===== config.mk =====
export PLATFORM = sky130hd
export DESIGN_NAME = mem_access_unit_flat
export DESIGN_NICKNAME = d
export VERILOG_FILES = /design/src/rtl/mem_access_unit_if.sv /design/src/rtl/mem_access_unit.sv /design/src/flat_wrapper.sv
export SDC_FILE = /design/constraint.sdc
export NUM_CORES = 1
export LEC_CHECK = 0
export CAP_MARGIN = 10
export CORE_AREA = 4 4 94 96
export CTS_CLUSTER_DIAMETER = 150
export DETAILED_ROUTE_END_ITERATION = 10
export DIE_AREA = 0 0 98 100
export PLACE_DENSITY = 0.81
export SYNTH_ARGS = -nofsm -noshare
export SYNTH_HDL_FRONTEND = slang
export SYNTH_SLANG_ARGS = --single-unit

===== constraint.sdc =====
create_clock -name aclk -period 5.8 [get_ports aclk]
set_clock_uncertainty 0.15 [all_clocks]
set_input_delay 1.74 -clock aclk [delete_from_list [all_inputs] [get_ports aclk]]
set_output_delay 1.74 -clock aclk [all_outputs]
set_load 0.02 [all_outputs]

===== src/rtl/mem_access_unit_if.sv =====
// Data-side SRAM-like bus between the MEM-stage access engine and the dcache.
// The master drives the request side; the slave answers with addr_ok/data_ok/rdata.
interface mem_access_unit_if #(
    parameter int ADDR_W = 32,
    parameter int DATA_W = 32
);
    logic              data_req;
    logic              data_wr;
    logic [1:0]        data_size;
    logic [ADDR_W-1:0] data_addr;
    logic [3:0]        data_wstrb;
    logic [DATA_W-1:0] data_wdata;
    logic              data_addr_ok;
    logic              data_data_ok;
    logic [DATA_W-1:0] data_rdata;

    modport master (
        output data_req, data_wr, data_size, data_addr, data_wstrb, data_wdata,
        input  data_addr_ok, data_data_ok, data_rdata
    );

    modport slave (
        input  data_req, data_wr, data_size, data_addr, data_wstrb, data_wdata,
        output data_addr_ok, data_data_ok, data_rdata
    );
endinterface


===== src/rtl/mem_access_unit.sv =====
// MEM-stage load/store engine: one req/addr_ok/data_ok transaction per access, AdEL/AdES, stall.
// Optional macro LOAD_DATA_REG_EN registers the extended load result (one extra cycle of latency).
module mem_access_unit #(
    parameter int ADDR_W = 32,
    parameter int DATA_W = 32
) (
    input  logic              aclk,
    input  logic              aresetn,
    input  logic              valid_i,
    input  logic              flush_i,
    input  logic              mem_read_i,
    input  logic              mem_write_i,
    input  logic [2:0]        mem_type_i,
    input  logic [ADDR_W-1:0] addr_i,
    input  logic [DATA_W-1:0] wdata_i,
    mem_access_unit_if.master dbus,
    output logic              stall_o,
    output logic              done_o,
    output logic [DATA_W-1:0] load_data_o,
    output logic              adel_o,
    output logic              ades_o,
    output logic [ADDR_W-1:0] bad_vaddr_o
);
    typedef enum logic [2:0] {S_IDLE, S_REQ, S_WAIT, S_DRAIN, S_RESP} state_e;

    state_e state_q, state_d;
    logic   is_acc, live, aligned, start, misalign, req, done;

    function automatic logic [31:0] ext_load(input logic [31:0] rd, input logic [2:0] t,
                                             input logic [1:0] a);
        logic [7:0]  b;
        logic [15:0] h;
        case (a)
            2'd0:    b = rd[7:0];
            2'd1:    b = rd[15:8];
            2'd2:    b = rd[23:16];
            default: b = rd[31:24];
        endcase
        h = a[1] ? rd[31:16] : rd[15:0];
        case (t[1:0])
            2'b00:   ext_load = {{24{t[2] & b[7]}}, b};
            2'b01:   ext_load = {{16{t[2] & h[15]}}, h};
            default: ext_load = rd;
        endcase
    endfunction

    assign live    = aresetn & valid_i & ~flush_i;
    assign is_acc  = (mem_read_i | mem_write_i) & (mem_type_i != 3'b111);
    // Size 2'b11 is not a legal encoding; it is checked like a word.
    assign aligned = (mem_type_i[1:0] == 2'b00) ? 1'b1 :
                     (mem_type_i[1:0] == 2'b01) ? ~addr_i[0] : (addr_i[1:0] == 2'b00);
    assign start    = live & is_acc & aligned;
    assign misalign = live & is_acc & ~aligned;

    assign adel_o      = misalign & ~mem_write_i;
    assign ades_o      = misalign & mem_write_i;
    assign bad_vaddr_o = misalign ? addr_i : '0;

    always_comb begin
        state_d = state_q;
        req     = 1'b0;
        done    = 1'b0;
        stall_o = 1'b0;
        case (state_q)
            S_IDLE: begin
                req     = start;
                stall_o = start;
                if (start) state_d = dbus.data_addr_ok ? S_WAIT : S_REQ;
            end
            S_REQ: begin
                req     = ~flush_i;
                stall_o = 1'b1;
                if (flush_i)                state_d = S_IDLE;
                else if (dbus.data_addr_ok) state_d = S_WAIT;
            end
            S_WAIT: begin
`ifdef LOAD_DATA_REG_EN
                stall_o = 1'b1;
                if (dbus.data_data_ok) state_d = flush_i ? S_IDLE : S_RESP;
                else if (flush_i)      state_d = S_DRAIN;
`else
                done    = dbus.data_data_ok & ~flush_i;
                stall_o = ~done;
                if (dbus.data_data_ok) state_d = S_IDLE;
                else if (flush_i)      state_d = S_DRAIN;
`endif
            end
            S_DRAIN: begin
                stall_o = valid_i & (mem_read_i | mem_write_i);
                if (dbus.data_data_ok) state_d = S_IDLE;
            end
            S_RESP: begin
                done    = ~flush_i;
                state_d = S_IDLE;
            end
            default: state_d = S_IDLE;
        endcase
        if (!aresetn) begin
            req     = 1'b0;
            done    = 1'b0;
            stall_o = 1'b0;
        end
    end

    always_ff @(posedge aclk) begin
        if (!aresetn) state_q <= S_IDLE;
        else          state_q <= state_d;
    end

`ifdef LOAD_DATA_REG_EN
    logic [DATA_W-1:0] load_q;
    always_ff @(posedge aclk) begin
        if (!aresetn)
            load_q <= '0;
        else if (state_q == S_WAIT && dbus.data_data_ok)
            load_q <= ext_load(dbus.data_rdata, mem_type_i, addr_i[1:0]);
    end
    assign load_data_o = done ? load_q : '0;
`else
    assign load_data_o = done ? ext_load(dbus.data_rdata, mem_type_i, addr_i[1:0]) : '0;
`endif

    assign done_o = done;

    // Bus fields follow the live inputs; the dcache only samples them while data_req is high.
    assign dbus.data_req   = req;
    assign dbus.data_wr    = mem_write_i;
    assign dbus.data_size  = mem_type_i[1:0];
    assign dbus.data_addr  = addr_i;
    always_comb begin
        dbus.data_wstrb = 4'b0000;
        dbus.data_wdata = wdata_i;
        if (mem_write_i) begin
            case (mem_type_i[1:0])
                2'b00: begin
                    dbus.data_wstrb = 4'b0001 << addr_i[1:0];
                    dbus.data_wdata = {4{wdata_i[7:0]}};
                end
                2'b01: begin
                    dbus.data_wstrb = addr_i[1] ? 4'b1100 : 4'b0011;
                    dbus.data_wdata = {2{wdata_i[15:0]}};
                end
                default: dbus.data_wstrb = 4'b1111;
            endcase
        end
    end
endmodule


===== src/flat_wrapper.sv =====
// flat-port wrapper written by rule: the top's interface ports become plain ports
module mem_access_unit_flat 
#(
    parameter int ADDR_W = 32,
    parameter int DATA_W = 32
)
  (aclk, aresetn, valid_i, flush_i, mem_read_i, mem_write_i, mem_type_i, addr_i, wdata_i, stall_o, done_o, load_data_o, adel_o, ades_o, bad_vaddr_o, dbus_data_req, dbus_data_wr, dbus_data_size, dbus_data_addr, dbus_data_wstrb, dbus_data_wdata, dbus_data_addr_ok, dbus_data_data_ok, dbus_data_rdata);
  mem_access_unit_if #(.ADDR_W(ADDR_W), .DATA_W(DATA_W)) dbus_i ();
  input  logic aclk;
  input  logic aresetn;
  input  logic valid_i;
  input  logic flush_i;
  input  logic mem_read_i;
  input  logic mem_write_i;
  input  logic [2:0] mem_type_i;
  input  logic [ADDR_W-1:0] addr_i;
  input  logic [DATA_W-1:0] wdata_i;
  output logic stall_o;
  output logic done_o;
  output logic [DATA_W-1:0] load_data_o;
  output logic adel_o;
  output logic ades_o;
  output logic [ADDR_W-1:0] bad_vaddr_o;
  output wire logic [$bits(dbus_i.data_req)-1:0] dbus_data_req;
  output wire logic [$bits(dbus_i.data_wr)-1:0] dbus_data_wr;
  output wire logic [$bits(dbus_i.data_size)-1:0] dbus_data_size;
  output wire logic [$bits(dbus_i.data_addr)-1:0] dbus_data_addr;
  output wire logic [$bits(dbus_i.data_wstrb)-1:0] dbus_data_wstrb;
  output wire logic [$bits(dbus_i.data_wdata)-1:0] dbus_data_wdata;
  input wire logic [$bits(dbus_i.data_addr_ok)-1:0] dbus_data_addr_ok;
  input wire logic [$bits(dbus_i.data_data_ok)-1:0] dbus_data_data_ok;
  input wire logic [$bits(dbus_i.data_rdata)-1:0] dbus_data_rdata;
  assign dbus_data_req = dbus_i.data_req;
  assign dbus_data_wr = dbus_i.data_wr;
  assign dbus_data_size = dbus_i.data_size;
  assign dbus_data_addr = dbus_i.data_addr;
  assign dbus_data_wstrb = dbus_i.data_wstrb;
  assign dbus_data_wdata = dbus_i.data_wdata;
  assign dbus_i.data_addr_ok = dbus_data_addr_ok;
  assign dbus_i.data_data_ok = dbus_data_data_ok;
  assign dbus_i.data_rdata = dbus_data_rdata;
  mem_access_unit #(.ADDR_W(ADDR_W), .DATA_W(DATA_W)) u_core (.aclk(aclk), .aresetn(aresetn), .valid_i(valid_i), .flush_i(flush_i), .mem_read_i(mem_read_i), .mem_write_i(mem_write_i), .mem_type_i(mem_type_i), .addr_i(addr_i), .wdata_i(wdata_i), .dbus(dbus_i), .stall_o(stall_o), .done_o(done_o), .load_data_o(load_data_o), .adel_o(adel_o), .ades_o(ades_o), .bad_vaddr_o(bad_vaddr_o));
endmodule

==> impl_metrics.json <==
{
  "fmax_mhz": 174,
  "vias_per_cell": 4.89,
  "grt_usage_pct": 19.2,
  "place_congestion": 0.883,
  "path_common_cell": "clkdlybuf4s50_1",
  "finalWirelength_mm": 10.6,
  "cp_max_fo": 4,
  "largest_reg_flops": 2,
  "tns_ns": 0,
  "fp.dieH_um": 100,
  "peakVddDrop_mv": 0.0986,
  "crit_slowest_cell": "clkdlybuf4s50_1",
  "fp.dieArea_um2": 9800,
  "finalNetCount": 617,
  "status": "completed",
  "hold_viol_final": 0,
  "cap_violations": 0,
  "rsz0062_at_grt": "no",
  "place_area_um2": 4500,
  "port_buffers": 246,
  "power_w": 0.000369,
  "synthMostInstantiatedCell": "buf_4",
  "hold_class": "flip-flop to flip-flop",
  "crit_path_start_kind": "primary input",
  "ys_ff_latch": 2,
  "reg_top3": "u_core.state_q (2)",
  "areaGrowthSynthToFinish_pct": 127,
  "via_count": 2995,
  "grt_pass1_vias": 3091,
  "yosys-top-cells-count": "buf_4, nand2_1, and2_1",
  "layout-drive-gt1-share_pct": 15.9,
  "cts_tree": "done",
  "yosysWarnings": 0,
  "cellPowerDensity_nw_per_um2": 79.8,
  "regMostFlops": "u_core.state_q",
  "synth_edf_count": 0,
  "worst_pin_slew_ns": 0.399,
  "core.rowCount": 33,
  "drtAntennaViolNets": 0,
  "clk_pin_slew_ns": 0.03,
  "synth_top_area_share_pct": 16.6,
  "design_area_um2": 4630,
  "cts.sinks": 2,
  "clockRootBuffer": "clkbuf_8",
  "initial_core_util_pct": 25.3,
  "first_pass_iters": 4,
  "io-pin-count": 247,
  "routedWlPerCell_um": 17.3,
  "pre_cts_ws_ns": -0.151,
  "netlist_area_um2": 2040,
  "finalCriticalPeriod_ns": 5.76,
  "cp.required_ns": 3.91,
  "p_leak_nw": 2.62,
  "clock_latency_ns": 0.21,
  "path_class": "primary input to output port",
  "path_cells": "clkdlybuf4s50_1 -> mux4_2 -> buf_4 -> nand3_1 -> a21oi_1 -> clkdlybuf4s50_1",
  "core_area_um2": 8050,
  "grt_max_degree": 35,
  "cp_top_family": "buffers and inverters",
  "ctsHtreeMaxLevel": 1,
  "setup_viol": 0,
  "maxSlewHeadroom_pct": 72.7,
  "cts_buffers": 3,
  "synth_top_flop_cell": "dfxtp_1",
  "finalCritPeriodShare_pct": 99.3,
  "syn_inst": 292,
  "clockBufferDepth": 2,
  "grt.overflow.total": 0,
  "dp_hpwl_mm": 8.91,
  "crit_path_end_kind": "output port",
  "yosysSeqAreaShare_pct": 1.96,
  "max_stage_delay_ns": 0.56,
  "ys_types": 42,
  "die_w_um": 98,
  "crit_buf_inv": 3,
  "fin_ws_ns": 0.0399,
  "yosysTopAreaCell": "buf_4",
  "diodes": 0,
  "grt_pass1_wl_mm": 15.6,
  "antenna_found_initial": 0,
  "synth.avg_cell_area_um2": 6.99,
  "yosys-top-cells-area": "buf_4, mux2_2, and2_1",
  "synth_nets": 399,
  "dr.first_iter.drc_count": 122,
  "crit_arrival_ns": 3.87,
  "maxSlewViolCount": 0,
  "drc": 0,
  "postSynth.asyncResetShare_pct": 0
}
## placed cells by master (no fill, tap or decap), types with 6 or more instances in the layout
cell type / instances
o22ai_1: 8
nor2_1: 26
and2_1: 33
mux2_2: 21
mux2i_1: 8
clkdlybuf4s50_1: 180
buf_12: 6
nand3_1: 6
a21oi_1: 7
dlymetal6s2s_1: 39
o21ai_0: 15
buf_4: 27
nand2_1: 43
dlygate4sd2_1: 24
mux4_2: 8
## tightest hold or removal path, stage by stage (launching register included)
cell and delay [ns]:
dfxtp_1 0.38, nor2_1 0.14, a21oi_1 0.08
## cell families after synthesis
kind of cell,after synthesis,synth area share (%)
compound gates,53,18.6
buf+inv,70,22.4
flops,2,1.96
mux,37,24.3
simple gates,130,32.7
## cell type report
cell class              count  area (um2)
fillers                   711        3420
repair buffers            278        2840
multi-input cells         220        1560
well taps                 105         131
clock buffers               3        41.3
flip-flops and latches      2        40.0
inverters                   5        18.8
## repair_timing
item / in CTS / in global routing
pin swaps: 0 / 0
hold buffers: 0 / 0
hold endpoints to repair: 0 / 0
resized for setup: 27 / 41
setup endpoints to repair: 42 / 40
setup buffers: 0 / 0
## layer usage
metal / global-route usage, % / wire (um)
met4: 4.79 / 140
met5: 0 / 0
met2: 36.9 / 5560
met3: 5.07 / 997
met1: 20.9 / 3900
## path summary, 6_finish.rpt
path	startpoint	to	cells after the start	slack (ns)
worst min-delay path	u_core.state_q[0]	u_core.state_q[1]	2	0.50
worst max-delay path	addr_i[1]	load_data_o[15]	6	0.04
worst max register to register	u_core.state_q[1]	u_core.state_q[0]	4	4.47
worst min register to register	u_core.state_q[0]	u_core.state_q[1]	2	0.50
## report_power, final
part / switching, W / internal, W / total (W)
combinational: 0.000130 / 0.000169 / 0.000299
sequential: 0.000000638 / 0.0000141 / 0.0000148
clock: 0.0000119 / 0.0000440 / 0.0000559
## metrics by stage
step / instances / util, % / hold WS, ns
after floorplan: 292 / - / 0.424
after global placement: 610 / 55.9 / 0.450
after detailed placement: 610 / 55.9 / 0.492
after CTS: 613 / 56.2 / 0.497
after global routing: 613 / 57.5 / 0.525
final: 613 / 57.5 / 0.501
No activity file was read; power rests on OpenSTA's default activity.
